$ cat src/rtl/mac_operand_feeder.sv
// mac_operand_feeder: buffers operand pairs in a circular FIFO and streams them into a MAC as Clr, N x En, done.
module mac_operand_feeder #(
   parameter int DATA_W = 8,
   parameter int DEPTH  = 8
) (
   input  logic                       clk,
   input  logic                       rst_n,
   input  logic                       wr_en,
   input  logic [DATA_W-1:0]          wr_a,
   input  logic [DATA_W-1:0]          wr_b,
   output logic                       wr_ready,
   input  logic                       start,
   output logic                       En,
   output logic                       Clr,
   output logic [DATA_W-1:0]          Ain,
   output logic [DATA_W-1:0]          Bin,
   output logic                       busy,
   output logic                       done,
   output logic                       full,
   output logic                       empty,
   output logic [$clog2(DEPTH+1)-1:0] count
);
   localparam int PW = $clog2(DEPTH);
   localparam int CW = $clog2(DEPTH+1);
   typedef enum logic [1:0] {IDLE, CLEAR, STREAM, DONE} state_t;
   state_t state_q, state_d;
   logic [PW-1:0] wptr_q, wptr_d, rptr_q, rptr_d;
   logic [CW-1:0] count_q, count_d;
   logic en_q, en_d, clr_q, clr_d, done_q, done_d;
   logic [DATA_W-1:0] ain_q, ain_d, bin_q, bin_d;
   logic [2*DATA_W-1:0] mem_q [DEPTH];
   logic push, pop;
   assign full     = count_q == CW'(DEPTH);
   assign empty    = count_q == '0;
   assign wr_ready = state_q == IDLE && !full;
   assign push     = wr_en && wr_ready;
   // CLEAR always pops the first pair so En rises on the cycle right after Clr
   assign pop      = state_q == CLEAR || (state_q == STREAM && !empty);
   assign busy     = state_q != IDLE;
   assign count    = count_q;
   assign En       = en_q;
   assign Clr      = clr_q;
   assign done     = done_q;
   assign Ain      = ain_q;
   assign Bin      = bin_q;
   always_comb begin
      state_d = state_q == IDLE   ? ((start && (!empty || push)) ? CLEAR : IDLE)
              : state_q == CLEAR  ? STREAM
              : state_q == STREAM ? (empty ? DONE : STREAM)
              : IDLE;
      wptr_d  = push ? (wptr_q == PW'(DEPTH-1) ? '0 : wptr_q + 1'b1) : wptr_q;
      rptr_d  = pop ? (rptr_q == PW'(DEPTH-1) ? '0 : rptr_q + 1'b1) : rptr_q;
      count_d = count_q + CW'(push) - CW'(pop);
      en_d    = pop;
      clr_d   = state_d == CLEAR;
      done_d  = state_d == DONE;
      {ain_d, bin_d} = pop ? mem_q[rptr_q] : '0;
   end
   always_ff @(posedge clk) begin
      if (push) mem_q[wptr_q] <= {wr_a, wr_b};
   end
   always_ff @(posedge clk) begin
      if (!rst_n) begin
         state_q <= IDLE;
         wptr_q  <= '0;
         rptr_q  <= '0;
         count_q <= '0;
         en_q    <= 1'b0;
         clr_q   <= 1'b0;
         done_q  <= 1'b0;
         ain_q   <= '0;
         bin_q   <= '0;
      end else begin
         state_q <= state_d;
         wptr_q  <= wptr_d;
         rptr_q  <= rptr_d;
         count_q <= count_d;
         en_q    <= en_d;
         clr_q   <= clr_d;
         done_q  <= done_d;
         ain_q   <= ain_d;
         bin_q   <= bin_d;
      end
   end
endmodule

$ cat config.mk
export PLATFORM = sky130hd
export DESIGN_NAME = mac_operand_feeder
export DESIGN_NICKNAME = d
export VERILOG_FILES = /design/src/rtl/mac_operand_feeder.sv
export SDC_FILE = /design/constraint.sdc
export NUM_CORES = 1
export LEC_CHECK = 0
export CAP_MARGIN = 20
export CORE_ASPECT_RATIO = 1.1
export CORE_MARGIN = 1.5
export CORE_UTILIZATION = 40
export DETAILED_ROUTE_END_ITERATION = 10
export SYNTH_ARGS = -nofsm -noshare
export SYNTH_HDL_FRONTEND = slang
export SYNTH_SLANG_ARGS = --single-unit
$ cat constraint.sdc
create_clock -name clk -period 3.75 [get_ports clk]
set_input_delay 0.375 -clock clk [delete_from_list [all_inputs] [get_ports clk]]
set_output_delay 0.375 -clock clk [all_outputs]
set_load 0.05 [all_outputs]
Word level (Yosys, flattened, before mapping)
Memories as Yosys holds them, arrays and structs flattened. A register that Yosys moved wholly into a read port is not among the register bits.
Index checks and enable logic that the tools add are counted.

word-level totals
  output and inout bits = 27
  bits of input ports = 20
  RAM bits = 128
  logic and storage cells = 41
  memories = 1
  bits in registers = 15

memory list
  memory  depth  width  read ports  clocked after Yosys merged registers in  write ports  RTL line  RTL
  mem_q   8      16     1           1                                        1            31        logic [2*DATA_W-1:0] mem_q [DEPTH];

cells by class
  equality and inequality tests = 7
  add/subtract/negate cells = 4
  reduce and logical (&&, ||, !) cells = 13
  muxes and demuxes = 9

operator list
  operator               count
  $add A3 B1 Y3 const B  2
  $eq A3 B3 Y1 const B   2
  $mux W2                3
  $mux W3                2
  $add A4 B1 Y4          1
  $eq A2 B1 Y1 const B   2
  $eq A2 B2 Y1 const B   2
  $eq A4 B4 Y1 const B   1
  $logic_and A1 B1 Y1    4
  $logic_not A4 Y1       1
  $mux W1                4
  $sub A4 B1 Y4          1
  $logic_not A1 Y1       3
  $logic_not A2 Y1       1
  $logic_or A1 B1 Y1     2
  $reduce_and A2 Y1      1
  $reduce_bool A2 Y1     1

Longest topological paths before layout
  word-level depth = 9
  gate-level depth with buffers = 11
  mapped depth without buffers = 11

Worst setup path after synthesis
OpenSTA, ideal clock, no wires.

  path type = reg-to-reg
  start point = register count_q[2] (netlist: count[2])
  end point = memory mem_q[0][0] (netlist bit) (enable)
  data required time = 3.320 ns
  clock period less this slack = 3.415 ns
  library setup time = 0.430 ns
  stages on the path, launching flop included = 6
  setup slack = 0.335 ns
  path buffers = 0
  data arrival time = 2.985 ns
  path through = dfxtp_1 inv_1 ha_1 or3b_4 nand3_1 nor4_1

on the way
  cells in the longest elaborated chain, start to end = 6

RTL lines
  element                        RTL line  RTL
  start: declaration             28        logic [CW-1:0] count_q, count_d;
  start signal: assignment       77        count_q <= count_d;
  $eq A4 B4 Y1                   33        assign full = count_q == CW'(DEPTH);
  $logic_not A1 Y1               35        assign wr_ready = state_q == IDLE && !full;
  $logic_and A1 B1 Y1            35
  $logic_and A1 B1 Y1            36        assign push = wr_en && wr_ready;
  $mux W1                        60        if (push) mem_q[wptr_q] <= {wr_a, wr_b};
  $mux W1 (not written as such)  60
  end: declaration               31

No other way between the ends.

Final worst setup path
  start point = register count_q[2] (netlist: count[2])
  end point = output empty

on the way
  cells in the longest elaborated chain, start to end = 1

RTL lines
  element           RTL line  RTL
  $logic_not A4 Y1  34        assign empty = count_q == '0;
  end: declaration  20        output logic empty,

No other way between the ends.

==> results.py <==
metrics = {
    "run_status": {
        "status": "finished clean",
    },
    "yosys": {
        "yosysTopAreaCell": "edfxtp_1",
        "synthFlopType": "edfxtp_1",
        "synth.top_cell.area_share_pct": 62.6,
        "syn_inst": 370,
        "yosysMostFrequentCell": "edfxtp_1",
        "syn_area_mm2": 0.00614,
        "synth_edf_count": 128,
        "ys_warn_count": 0,
        "ys_seq_area_share_pct": 72.7,
        "ys_ff_latch": 159,
        "yosys-top-cells-count": "edfxtp_1, mux2i_1, dfxtp_1",
        "avgSynthCellArea_um2": 16.6,
        "syn_nets": 404,
        "ys_types": 39,
        "async_flop_share_pct": 0,
        "synthTopCellsByArea": "edfxtp_1, mux2i_1, dfxtp_1, a22oi_1, ha_1",
    },
    "drt": {
        "wl_met1_um": 5120,
        "wl_met2_um": 5860,
        "wl_met3_um": 441,
        "wl_per_cell_um": 18.1,
        "vias": 3295,
        "ant_nets": 0,
        "drtIter0Drc": 186,
        "drc_errors": 0,
        "drt-pass1-iter-count": 4,
        "post_drt_via_cell_ratio": 5.15,
        "finalWirelength_um": 11600,
        "highest_layer": "met4",
    },
    "grt": {
        "antenna_found_initial": 0,
        "grt_pass1_vias": 3397,
        "grtUsageTotal_pct": 15.6,
        "grt-ovfl-total": 0,
        "grt_max_degree": 54,
        "grt_pass1_wl_um": 18300,
    },
    "timing": {
        "tightest_slew_ps": 928,
        "period_needed_ps": 2690,
        "clock_skew_ps": 6.97,
        "fmax_mhz": 372,
        "slew_viol_final": 0,
        "rsz0062_at_grt": "false",
        "fin_ws_ps": 1060,
        "hold_viol_final": 0,
        "slew_headroom_pct": 38.1,
        "fin_setup_tns_ps": 0,
        "setup_viol": 0,
        "fin_crit_sh_pct": 71.7,
    },
    "worst_setup_path": {
        "crit_path_end_kind": "output pin",
        "slowest_delay_ps": 800,
        "critPathKind": "flop to output pin",
        "cp-start-kind": "flop",
        "arrival_ps": 2310,
        "critical-path-top-delay-family": "buffers and inverters",
        "required_ps": 3380,
        "cp_max_fo": 3,
        "path_depth": 5,
        "ff2ff_path_depth": 11,
        "crit_slowest_cell": "clkdlybuf4s50_1",
        "crit_top_cell": "inv_1",
        "cp.buffers_inverters": 3,
        "crit_chain": "inv_1 -> ha_1 -> or3b_1 -> inv_1 -> clkdlybuf4s50_1",
    },
    "die": {
        "io_pins": 47,
        "die_w_um": 121,
        "die_area_mm2": 0.0161,
        "die_y_um": 133,
        "start_util_pct": 40.8,
        "num_rows": 47,
        "core-area_mm2": 0.0151,
    },
    "layout": {
        "nets": 465,
        "drive_gt1_share_pct": 11.5,
        "fin_util_pct": 49.4,
        "syn_to_final_growth_pct": 21.0,
        "multi_input_area_mm2": 0.00157,
        "fillers": 1302,
        "n_antenna_cell": 0,
        "regArea_mm2": 0.00447,
    },
    "clocking": {
        "cts_resized": 0,
        "cts_buffers": 17,
        "cts_tree": "done",
        "ctsHoldBuffers": 0,
        "clock_sinks": 159,
        "clk_path_buf_depth": 2,
        "cts.clk_slew.worst_paths_ps": 60,
        "htree_levels": 4,
        "insertion_delay_ps": 410,
        "postCtsSetupRepairBufs": 0,
        "root_buffer": "clkbuf_16",
    },
    "pwr": {
        "total_power_uw": 4920,
        "leakagePower_uw": 0.00254,
        "power_density_mw_per_mm2": 662,
        "max-vdd-ir-drop_v": 0.000493,
    },
    "hold_path": {
        "hold_class": "flop to flop",
        "worstHoldPathCells": 2,
    },
    "placement": {
        "port-buffer-count": 46,
        "dp_hpwl_um": 6630,
        "dp_slack_ps": 1100,
        "place_congestion": 0.736,
    },
    "flow_run": {
        "cap_viol_max_count": 0,
    },
}
[metal layers]
layer / GRT usage (%) / up-vias
met3: 4.66 / 15
met1: 19.1 / 1663
met4: 5.88 / 0
met2: 26.0 / 66
li1: - / 1551
met5: 0 / -
[cell families (layout without fill, tap and decap cells)]
logic type,count (synthesis),in the layout,share of synthesized area [%]
flops,159,159,72.7
mux,67,67,11.3
simple gates,59,59,5.54
compound gates,44,44,5.15
buf+inv,26,100,2.20
fa+ha+maj,14,14,2.97
xor+xnor,1,1,0.143
[layout by cell type, fill, tap and decap left out, drive strengths merged, types with 2 or more instances in the layout]
cell type / netlist / layout
a21boi: 5 / 5
a21oi: 3 / 3
a22oi: 30 / 30
and2: 5 / 5
and2b: 2 / 2
and3: 15 / 15
buf: 11 / 11
clkbuf: 4 / 27
clkdlybuf4s50: 0 / 46
clkinv: 0 / 5
dfxtp: 31 / 31
edfxtp: 128 / 128
ha: 13 / 13
inv: 11 / 11
mux2i: 65 / 65
mux4: 2 / 2
nand2: 8 / 8
nand2b: 4 / 4
nand3: 2 / 2
nand4: 2 / 2
nor2: 8 / 8
nor3: 5 / 5
o21ai: 4 / 4
or3b: 2 / 2
[path summary, 6_finish.rpt]
path,startpoint,to,slack (ps)
max,count[2],empty,1060
min,rptr_q[1],rptr_q[1],590
max reg2reg,count[2],count[2],1080
min reg2reg,rptr_q[1],rptr_q[1],590
[worst reg2reg max path, stage by stage (launching register included)]
cell and delay, ps:
dfxtp_1 320, inv_1 100, ha_1 170, or3b_1 400, a21oi_2 310, inv_1 80, ha_1 270, inv_1 40
ha_1 200, fa_1 390, xor2_1 150, and2_1 150
[final cells by class]
cell class	count	area share (%)
Timing Repair Buffer	57	7.31
Multi-Input combinational cell	185	21.2
Clock inverter	5	0.337
Clock buffer	27	7.20
Sequential cell	159	60.1
Inverter	11	0.589
Tap cell	196	3.30
[through the flow]
stage	instance area, um^2	std cells	hold WS, ps
after detailed placement	6870	608	581
final	7430	640	591
after floorplan	6140	370	474
after global routing	7430	640	625
after global placement	6870	608	562
after CTS	7430	640	590
[report_power, final]
group	switching, uW	total (uW)	internal, uW
sequential	160	2220	2060
clock	622	1600	973
combinational	626	1110	483
[sequential cells by signal, summed over array words and instances (netlist names)]
name     cells
state_q      2
mem_q      128
rptr_q       3
count        4
Clr          1
En           1
Ain          8
Bin          8
done         1
wptr_q       3
No activity file was read; power rests on OpenSTA's default activity.
